--- src/rtl/d7s_pkg.sv ---
// Shared types, segment glyphs and the code-to-glyph decode function for the
// multiplexed 7-segment scan driver. Glyphs are active-high, bit order {g,f,e,d,c,b,a}.
package d7s_pkg;

    typedef logic [3:0] d7s_code_t;
    typedef logic [6:0] d7s_seg_t;

    localparam d7s_seg_t SEG_OFF    = 7'b0000000;
    localparam d7s_seg_t GLYPH_0    = 7'b0111111;
    localparam d7s_seg_t GLYPH_1    = 7'b0000110;
    localparam d7s_seg_t GLYPH_2    = 7'b1011011;
    localparam d7s_seg_t GLYPH_3    = 7'b1001111;
    localparam d7s_seg_t GLYPH_4    = 7'b1100110;
    localparam d7s_seg_t GLYPH_5    = 7'b1101101;
    localparam d7s_seg_t GLYPH_6    = 7'b1111101;
    localparam d7s_seg_t GLYPH_7    = 7'b0000111;
    localparam d7s_seg_t GLYPH_8    = 7'b1111111;
    localparam d7s_seg_t GLYPH_9    = 7'b1101111;
    localparam d7s_seg_t GLYPH_A    = 7'b1110111;
    localparam d7s_seg_t GLYPH_B    = 7'b1111100;
    localparam d7s_seg_t GLYPH_C    = 7'b0111001;
    localparam d7s_seg_t GLYPH_D    = 7'b1011110;
    localparam d7s_seg_t GLYPH_E    = 7'b1111001;
    localparam d7s_seg_t GLYPH_F    = 7'b1110001;
    localparam d7s_seg_t GLYPH_DASH = 7'b1000000;

    // Codes 10-15 render as hex letters or as a single dash depending on hex_mode.
    function automatic d7s_seg_t d7s_decode(input d7s_code_t code, input logic hex_mode);
        d7s_seg_t s;
        s = SEG_OFF;
        case (code)
            4'd0:    s = GLYPH_0;
            4'd1:    s = GLYPH_1;
            4'd2:    s = GLYPH_2;
            4'd3:    s = GLYPH_3;
            4'd4:    s = GLYPH_4;
            4'd5:    s = GLYPH_5;
            4'd6:    s = GLYPH_6;
            4'd7:    s = GLYPH_7;
            4'd8:    s = GLYPH_8;
            4'd9:    s = GLYPH_9;
            4'd10:   s = hex_mode ? GLYPH_A : GLYPH_DASH;
            4'd11:   s = hex_mode ? GLYPH_B : GLYPH_DASH;
            4'd12:   s = hex_mode ? GLYPH_C : GLYPH_DASH;
            4'd13:   s = hex_mode ? GLYPH_D : GLYPH_DASH;
            4'd14:   s = hex_mode ? GLYPH_E : GLYPH_DASH;
            default: s = hex_mode ? GLYPH_F : GLYPH_DASH;
        endcase
        return s;
    endfunction

endpackage

--- src/rtl/d7s_scan_mux_if.sv ---
// Bus between the display data source (master) and the scan driver (slave).
interface d7s_scan_mux_if #(
    parameter int unsigned NUM_DIGITS = 3
);
    logic                    load;
    logic [4*NUM_DIGITS-1:0] bcd_in;
    logic [NUM_DIGITS-1:0]   dp_in;
    logic                    lz_blank;
    logic [6:0]              seg;
    logic                    dp;
    logic [NUM_DIGITS-1:0]   dig_en;
    logic                    frame_tick;

    modport master (
        output load, bcd_in, dp_in, lz_blank,
        input  seg, dp, dig_en, frame_tick
    );

    modport slave (
        input  load, bcd_in, dp_in, lz_blank,
        output seg, dp, dig_en, frame_tick
    );
endinterface

--- src/rtl/d7s_decoder.sv ---
// Combinational digit-code to active-high segment pattern decoder.
module d7s_decoder
    import d7s_pkg::*;
#(
    parameter bit HEX_MODE = 1'b0
) (
    input  d7s_code_t code_i,
    output d7s_seg_t  seg_o
);

    assign seg_o = d7s_decode(code_i, HEX_MODE);

endmodule

--- src/rtl/d7s_scan_mux.sv ---
// N-digit multiplexed 7-segment driver: prescaled digit scan with a blanking guard
// at each slot start, double-buffered loads committed at frame wrap, leading-zero
// blanking and output polarity selection. All outputs are registered.
module d7s_scan_mux
    import d7s_pkg::*;
#(
    parameter int unsigned NUM_DIGITS     = 3,
    parameter int unsigned CLK_DIV        = 1000,
    parameter int unsigned GUARD          = 16,
    parameter bit          HEX_MODE       = 1'b0,
    parameter bit          SEG_ACTIVE_LOW = 1'b0,
    parameter bit          DIG_ACTIVE_LOW = 1'b0
) (
    input logic             clk,
    input logic             rst,
    d7s_scan_mux_if.slave   bus
);

    localparam int unsigned PW = (CLK_DIV > 1) ? $clog2(CLK_DIV) : 1;
    localparam int unsigned IW = (NUM_DIGITS > 1) ? $clog2(NUM_DIGITS) : 1;

    localparam d7s_seg_t              SEG_INV = {7{SEG_ACTIVE_LOW}};
    localparam logic [NUM_DIGITS-1:0] DIG_INV = {NUM_DIGITS{DIG_ACTIVE_LOW}};

    logic [PW-1:0]           pre_q, pre_d;
    logic [IW-1:0]           idx_q, idx_d;
    logic [4*NUM_DIGITS-1:0] pend_bcd_q, pend_bcd_d;
    logic [NUM_DIGITS-1:0]   pend_dp_q, pend_dp_d;
    logic [4*NUM_DIGITS-1:0] act_bcd_q, act_bcd_d;
    logic [NUM_DIGITS-1:0]   act_dp_q, act_dp_d;

    d7s_seg_t                seg_q, seg_d;
    logic                    dp_q, dp_d;
    logic [NUM_DIGITS-1:0]   dig_q, dig_d;
    logic                    tick_q, tick_d;

    logic                    slot_end;
    logic                    last_idx;
    logic                    commit;
    logic                    in_guard;
    logic [NUM_DIGITS-1:0]   lead_zero;
    d7s_code_t               cur_code;
    logic                    cur_dp;
    logic                    cur_lead;
    logic [NUM_DIGITS-1:0]   cur_onehot;
    logic                    blank;
    d7s_seg_t                dec_seg;

    assign slot_end = (pre_q == PW'(CLK_DIV - 1));
    assign last_idx = (idx_q == IW'(NUM_DIGITS - 1));
    assign commit   = slot_end && last_idx;
    assign in_guard = (int'(pre_q) < int'(GUARD));

    // Prescaler and digit-index advance.
    always_comb begin
        pre_d = slot_end ? '0 : pre_q + 1'b1;
        idx_d = idx_q;
        if (slot_end) begin
            idx_d = last_idx ? '0 : idx_q + 1'b1;
        end
    end

    // Double buffer: a load on the commit edge bypasses straight into the active copy.
    always_comb begin
        pend_bcd_d = bus.load ? bus.bcd_in : pend_bcd_q;
        pend_dp_d  = bus.load ? bus.dp_in  : pend_dp_q;
        act_bcd_d  = commit   ? pend_bcd_d : act_bcd_q;
        act_dp_d   = commit   ? pend_dp_d  : act_dp_q;
    end

    // Mark digits that sit in the run of zeros from the most significant end.
    always_comb begin : p_lead
        logic run;
        run       = 1'b1;
        lead_zero = '0;
        for (int i = int'(NUM_DIGITS) - 1; i >= 0; i--) begin
            run          = run && (act_bcd_q[4*i +: 4] == 4'd0);
            lead_zero[i] = run;
        end
    end

    // Select code, decimal point and blanking state for the digit being scanned.
    always_comb begin
        cur_code   = '0;
        cur_dp     = 1'b0;
        cur_lead   = 1'b0;
        cur_onehot = '0;
        for (int i = 0; i < int'(NUM_DIGITS); i++) begin
            if (idx_q == IW'(i)) begin
                cur_code      = act_bcd_q[4*i +: 4];
                cur_dp        = act_dp_q[i];
                cur_lead      = lead_zero[i];
                cur_onehot[i] = 1'b1;
            end
        end
    end

    // Digit 0 is never blanked so an all-zero value still shows a single 0.
    assign blank = bus.lz_blank && (idx_q != '0) && cur_lead;

    d7s_decoder #(
        .HEX_MODE (HEX_MODE)
    ) u_dec (
        .code_i (cur_code),
        .seg_o  (dec_seg)
    );

    // Next output values; polarity is applied only here at the register inputs.
    always_comb begin
        seg_d  = ((in_guard || blank) ? SEG_OFF : dec_seg) ^ SEG_INV;
        dp_d   = (!in_guard && cur_dp) ^ SEG_ACTIVE_LOW;
        dig_d  = (in_guard ? '0 : cur_onehot) ^ DIG_INV;
        tick_d = commit;
    end

    // State and registered outputs; reset forces every output to its inactive level.
    always_ff @(posedge clk or posedge rst) begin
        if (rst) begin
            pre_q      <= '0;
            idx_q      <= '0;
            pend_bcd_q <= '0;
            pend_dp_q  <= '0;
            act_bcd_q  <= '0;
            act_dp_q   <= '0;
            seg_q      <= SEG_OFF ^ SEG_INV;
            dp_q       <= SEG_ACTIVE_LOW;
            dig_q      <= DIG_INV;
            tick_q     <= 1'b0;
        end else begin
            pre_q      <= pre_d;
            idx_q      <= idx_d;
            pend_bcd_q <= pend_bcd_d;
            pend_dp_q  <= pend_dp_d;
            act_bcd_q  <= act_bcd_d;
            act_dp_q   <= act_dp_d;
            seg_q      <= seg_d;
            dp_q       <= dp_d;
            dig_q      <= dig_d;
            tick_q     <= tick_d;
        end
    end

    assign bus.seg        = seg_q;
    assign bus.dp         = dp_q;
    assign bus.dig_en     = dig_q;
    assign bus.frame_tick = tick_q;

endmodule

--- src/flat_wrapper.sv ---
// flat-port wrapper written by rule: the top's interface ports become plain ports
module d7s_scan_mux_flat import d7s_pkg::*;
#(
    parameter int unsigned NUM_DIGITS     = 3,
    parameter int unsigned CLK_DIV        = 1000,
    parameter int unsigned GUARD          = 16,
    parameter bit          HEX_MODE       = 1'b0,
    parameter bit          SEG_ACTIVE_LOW = 1'b0,
    parameter bit          DIG_ACTIVE_LOW = 1'b0
)
  (clk, rst, bus_load, bus_bcd_in, bus_dp_in, bus_lz_blank, bus_seg, bus_dp, bus_dig_en, bus_frame_tick);
  d7s_scan_mux_if #(.NUM_DIGITS(NUM_DIGITS)) bus_i ();
  input logic clk;
  input logic rst;
  input wire logic [$bits(bus_i.load)-1:0] bus_load;
  input wire logic [$bits(bus_i.bcd_in)-1:0] bus_bcd_in;
  input wire logic [$bits(bus_i.dp_in)-1:0] bus_dp_in;
  input wire logic [$bits(bus_i.lz_blank)-1:0] bus_lz_blank;
  output wire logic [$bits(bus_i.seg)-1:0] bus_seg;
  output wire logic [$bits(bus_i.dp)-1:0] bus_dp;
  output wire logic [$bits(bus_i.dig_en)-1:0] bus_dig_en;
  output wire logic [$bits(bus_i.frame_tick)-1:0] bus_frame_tick;
  assign bus_i.load = bus_load;
  assign bus_i.bcd_in = bus_bcd_in;
  assign bus_i.dp_in = bus_dp_in;
  assign bus_i.lz_blank = bus_lz_blank;
  assign bus_seg = bus_i.seg;
  assign bus_dp = bus_i.dp;
  assign bus_dig_en = bus_i.dig_en;
  assign bus_frame_tick = bus_i.frame_tick;
  d7s_scan_mux #(.NUM_DIGITS(NUM_DIGITS), .CLK_DIV(CLK_DIV), .GUARD(GUARD), .HEX_MODE(HEX_MODE), .SEG_ACTIVE_LOW(SEG_ACTIVE_LOW), .DIG_ACTIVE_LOW(DIG_ACTIVE_LOW)) u_core (.clk(clk), .rst(rst), .bus(bus_i));
endmodule
--- config.mk ---
export PLATFORM = sky130hd
export DESIGN_NAME = d7s_scan_mux_flat
export DESIGN_NICKNAME = d
export VERILOG_FILES = /design/src/rtl/d7s_pkg.sv /design/src/rtl/d7s_scan_mux_if.sv /design/src/rtl/d7s_decoder.sv /design/src/rtl/d7s_scan_mux.sv /design/src/flat_wrapper.sv
export SDC_FILE = /design/constraint.sdc
export NUM_CORES = 1
export LEC_CHECK = 0
export ABC_CLOCK_PERIOD_IN_PS = 3000
export CAP_MARGIN = 20
export CORE_MARGIN = 5
export CORE_UTILIZATION = 45
export CTS_CLUSTER_SIZE = 30
export DETAILED_ROUTE_END_ITERATION = 6
export PLACE_DENSITY = 0.78
export SYNTH_ARGS = -nofsm -noshare
export SYNTH_HDL_FRONTEND = slang
export SYNTH_HIERARCHICAL = 1
export SYNTH_SLANG_ARGS = --single-unit
--- constraint.sdc ---
create_clock -name clk -period 3 [get_ports clk]
set_input_delay 0.45 -clock clk [delete_from_list [all_inputs] [get_ports clk]]
set_output_delay 0.45 -clock clk [all_outputs]
set_load 0.03 [all_outputs]
Yosys cells after proc, flatten, opt, wreduce, memory -nomap -nowiden. Memory sizes are Yosys's and may differ from the RTL's. Cells that the tools add are included.

Flip-flop bits (word level): 54. Bits in read-only memories: 112. Input bits: 19. Output and inout port bits: 12. Word-level logic and storage cells: 48. Memories: 1.

Memories: (no name shown) (words 16, bits a word 7, rd ports 1, clocked after Yosys merged registers in 0, write ports 0, line d7s_pkg.sv:31) `case (code)`.

Add/subtract/negate cells: 2. $lt $le $gt $ge: 1. Equality and inequality tests: 3. Multiplexer cells: 18. Reduce and logical (&&, ||, !) cells: 13.

Operators by type and width (count): $logic_not 4->1 (3); $mux 12 (1); $mux 4 (3); $add 10x1->10 const B (1); $eq 10x10->1 const B (1); $lt 10x5->1 const B (1); $mux 10 (1); $mux 1 (9); $mux 7 (1); $logic_and 1x1->1 (6); $mux 3 (2); $add 2x1->2 const B (1); $eq 2x1->1 const B (1); $eq 2x2->1 const B (1); $logic_not 2->1 (1); $mux 2 (1); $reduce_bool 2->1 (1); $logic_not 1->1 (1); $logic_or 1x1->1 (1).

Longest topological paths before layout.
Depth after elaboration: 9. Mapped depth: 9.

Hierarchy. Netlist, hierarchy kept.

Modules (own cells, without submodules): d7s_scan_mux (times used 1, cells each 169, area an instance 2280.9 sq um, sequential area each 1351.3 sq um); d7s_decoder (times used 1, cells each 29, area an instance 227.7 sq um, sequential area each 0.0 sq um).

Least setup slack after synthesis. No wires, ideal clock.

Path kind: register to register. Start point: reg u_core.idx_q[0]. End point: reg u_core.seg_q[5] (netlist: u_core/bus.seg[5]). Library setup time: 0.120 ns. Data arrival time: 2.172 ns. Required time: 2.880 ns. Setup slack: 0.708 ns. Cell stages (with the launch flop): 9. Buffers on the path: 1. Period minus slack after synthesis: 2.292 ns. Cell sequence: dfrtp_1 -> buf_1 -> mux2i_1 -> o21ai_0 -> inv_1 -> ha_1 -> nor2b_1 -> o31a_1 -> and3_1.

Elaborated cells on any way between the ends: 15. Those cells by class: 2 x eq/ne; 7 x mux; 5 x reduce/logical; 1 x memory.

RTL lines: start, declared (line d7s_scan_mux.sv:26) `logic [IW-1:0] idx_q, idx_d;`; start signal, assigned (line d7s_scan_mux.sv:131) `idx_q <= idx_d;`; $logic_not 2->1 (line d7s_scan_mux.sv:89) `if (idx_q == IW'(i)) begin`; $mux 4 (2 in series) (line d7s_scan_mux.sv:89); $mux 4 (*) (line d7s_scan_mux.sv:89); net u_core.cur_code[1] (line d7s_scan_mux.sv:42) `d7s_code_t cur_code;`; $mem_v2 16x7 (*); net u_core.dec_seg[5] (line d7s_scan_mux.sv:47) `d7s_seg_t dec_seg;`; $mux 7 (*) (line d7s_scan_mux.sv:110) `seg_d = ((in_guard || blank) ? SEG_OFF : dec_seg) ^ SEG_INV;`; net u_core.seg_d[5] (line d7s_scan_mux.sv:32) `d7s_seg_t seg_q, seg_d;`; end signal, assigned (line d7s_scan_mux.sv:125) `seg_q <= SEG_OFF ^ SEG_INV;`; end signal, assigned (line d7s_scan_mux.sv:136) `seg_q <= seg_d;`; end, declared (line d7s_scan_mux.sv:32).

The timed path passes the listed nets; every way through them passes the cells marked *. A chain may end at the register's enable or synchronous reset.

Final worst setup path.
Start point: reg u_core.idx_q[0]. End point: reg u_core.seg_q[0] (netlist: u_core/bus.seg[0]).

Same word-level chain as after synthesis.

==> reports/metrics.cfg <==
[grt]
track_usage_pct=11.9
grt_pass1_vias=1511
antenna_found_initial=0
grt_pass1_wl_um=6920
overflow=0
grt_max_degree=35

[timing]
worstMarginPinSlew_ns=0.990
setup_ws_ns=0.621
slew_violations=0
fin_tns_setup_ns=0
finalHoldViolCount=0
slew_headroom_pct=33.3
fin_skew_ns=0.00663
rsz0062_at_grt=no
fin_crit_ns=2.38
setup_violations=0
max_freq_ghz=0.420
post-route-period-util_pct=79.3

[power_and_ir_drop]
p_int_uw=1100
switchingPower_uw=323
power_leakage_uw=0.00131
sw_frac_of_total_pct=22.7
ir_drop_uv=213
fin_total_pwr_uw=1430
p_comb_share_pct=11.4
seqPwrFrac_pct=54.7
cellPowerDensity_nw_per_um2=478
power.share.clock_pct=33.8

[synthesis]
synth_top_family_by_area=multiplexers
seq_area_frac_synth_pct=53.9
ys.warnings.count=6
synthArstFlopShare_pct=100
synth_seq_cells=54
synth_top_area_share_pct=53.9
synthSimpleGateAreaFrac_pct=13.4
synth_edf_count=0
ys_types=40
yosys.area_share.xor_xnor_pct=1.75
yosys_most_used_dff=dfrtp_1
syn_area_per_cell_um2=12.7
synth.most_common_cell=dfrtp_1
syn_area_um2=2510
netlist_top_cells_count=dfrtp_1 (54), mux2_2 (22), nor2_1 (14)
ys_top_cells_by_area=dfrtp_1 (54%), mux2_2 (9.9%), mux2_4 (6.0%)
synthMuxAreaShare_pct=18.3
synth_fa_ha_area_share_pct=3.49
synth_top_cell_by_area=dfrtp_1
synth_fp_nets=224
synth_compound_area_share_pct=5.89
netlist_instances=198

[status]
status=completed

[route]
drc=0
drt_iter0_markers=70
drt_wl_total_um=4050
via_per_inst=4.95
via_count=1500
drtPass1Iterations=4
postRouteAntennaNets=0
wl_per_cell_um=13.4

[setup_path]
crit_type=flip-flop to flip-flop
critPathTopFamily=compound AO/OA/AOI/OAI gates
slowest_stage=o21ai_0
critical_path_buf_inv_count=0
path_cells=mux2i_1 -> o21ai_0 -> mux2_2 -> o22ai_1 -> and3_1
ff2ff_setup_slack_ns=0.62
cp_max_fo=13
critPathLaunchType=flip-flop
r2r-end=u_core/bus.seg[0]
regToRegStartpoint=u_core/idx_q[0]
arrival_ns=2.62
worstSetupEndpointType=flip-flop
crit_cells=5
crit_required_ns=3.24
worst-r2r-cell-count=5
critPathMaxStageDelay_ns=0.79

[floorplanning]
die_h_um=84.7
design.die.area_um2=7170
io_pins=31
die_width_um=84.7
core_um2=5470
rows=27
initial_core_util_pct=45.8

[clock_tree]
clk_path_buf_depth=2
cts_resized=0
cts-root-buf=clkbuf_8
clkLatencyLatePin_ns=0.31
post_cts_buffers=0
cts_tree=yes
ctsHtreeMaxLevel=2
cts.clk_slew.worst_paths_ns=0.10
ctsHoldBuffers=0
numCtsBuffers=5
cts_sinks=54

[layout]
diodes=0
area_delta_synth_final_pct=18.9
drive_gt1_share_pct=22.5
final_nets=256

[placed_design]
place.detailed.hpwl_um=3050
gp_congestion=0.731
port_buffers=30
dp_slack_ns=0.648

[min_path]
hold_path_class=input pin to asynchronous set/reset pin

[run]
maxCapViolCount=0

[worst register-to-register path, cell delays in order (launching register included)]
cell and delay [ns]:
dfrtp_1 0.64, mux2i_1 0.15, o21ai_0 0.79, mux2_2 0.43, o22ai_1 0.14, and3_1 0.17
[cell type report]
cell class,instances,area [um^2]
Clock inverter,3,43.8
Timing Repair Buffer,34,330
Fill cell,488,2490
Sequential cell,54,1350
Clock buffer,5,68.8
Tap cell,72,90.1
Multi-Input combinational cell,128,1070
Inverter,7,26.3
[placed cells by master, fill, tap and decap left out, types with 2 or more instances in the layout]
cell type / instances
buf_4: 4
o21ai_0: 6
a21o_1: 2
nor2_1: 14
mux2_2: 22
xor2_1: 2
nand2_1: 7
inv_1: 6
o211ai_1: 2
nand2b_1: 2
xnor2_1: 3
mux2i_1: 6
dfrtp_1: 54
and3_1: 9
clkbuf_8: 5
nor2b_1: 4
a21oi_1: 5
a31oi_1: 2
mux2_4: 10
o22ai_1: 3
ha_1: 7
nand3_1: 6
clkdlybuf4s50_1: 30
[registers in the layout, summed over array words and instances (netlist names)]
| signal | count |
|---|---|
| u_core/act_bcd_q | 12 |
| u_core/pend_bcd_q | 12 |
| u_core/pre_q | 10 |
| u_core/bus.seg | 7 |
| u_core/act_dp_q | 3 |
| u_core/bus.dig_en | 3 |
| u_core/pend_dp_q | 3 |
| u_core/idx_q | 2 |
| u_core/bus.dp | 1 |
| u_core/bus.frame_tick | 1 |
[routing by layer]
layer  global-route usage [%]  part of all wire [%]  vias up
li1                         -                     -      753
met1                     15.5                    47      712
met2                     19.3                    47       30
met3                     3.34                   5.2        5
met4                     3.45                  0.89        0
met5                        0                     0        -
[cell families after synthesis]
family                   Yosys count
XOR/XNOR                           5
multiplexers                      38
AND/OR/NAND/NOR                   55
buffers and inverters             16
flip-flops                        54
adder cells (fa/ha/maj)            7
AO/OA/AOI/OAI                     23
[stage by stage]
stage	area [um^2]	utilization, %	instances	hold WS (ns)
after floorplan	2510	-	198	0.469
after global placement	2870	52.4	295	0.483
after detailed placement	2870	52.4	295	0.488
after CTS	2980	54.5	303	0.495
after global routing	2980	54.5	303	0.495
final	2980	54.5	303	0.488
[power groups by stage]
stage | logic (uW) | registers, uW | clock network, uW
after global placement | 161 | 795 | 0
after CTS | 166 | 782 | 494
after floorplan | 86.8 | 811 | 0
after global routing | 179 | 786 | 527
after detailed placement | 165 | 797 | 0
final | 163 | 781 | 483
[worst max path at each step]
stage	slack [ns]	endpoint	from
global placement	0.75	u_core/bus.seg[0]	u_core/idx_q[0]
detailed placement	0.65	u_core/bus.seg[0]	u_core/idx_q[0]
floorplan	0.71	u_core/bus.seg[5]	u_core/idx_q[0]
finish	0.62	u_core/bus.seg[0]	u_core/idx_q[0]
global route	0.43	u_core/bus.seg[0]	u_core/idx_q[0]
CTS	0.63	u_core/bus.seg[0]	u_core/idx_q[0]
(Power assumes the default switching activity.)
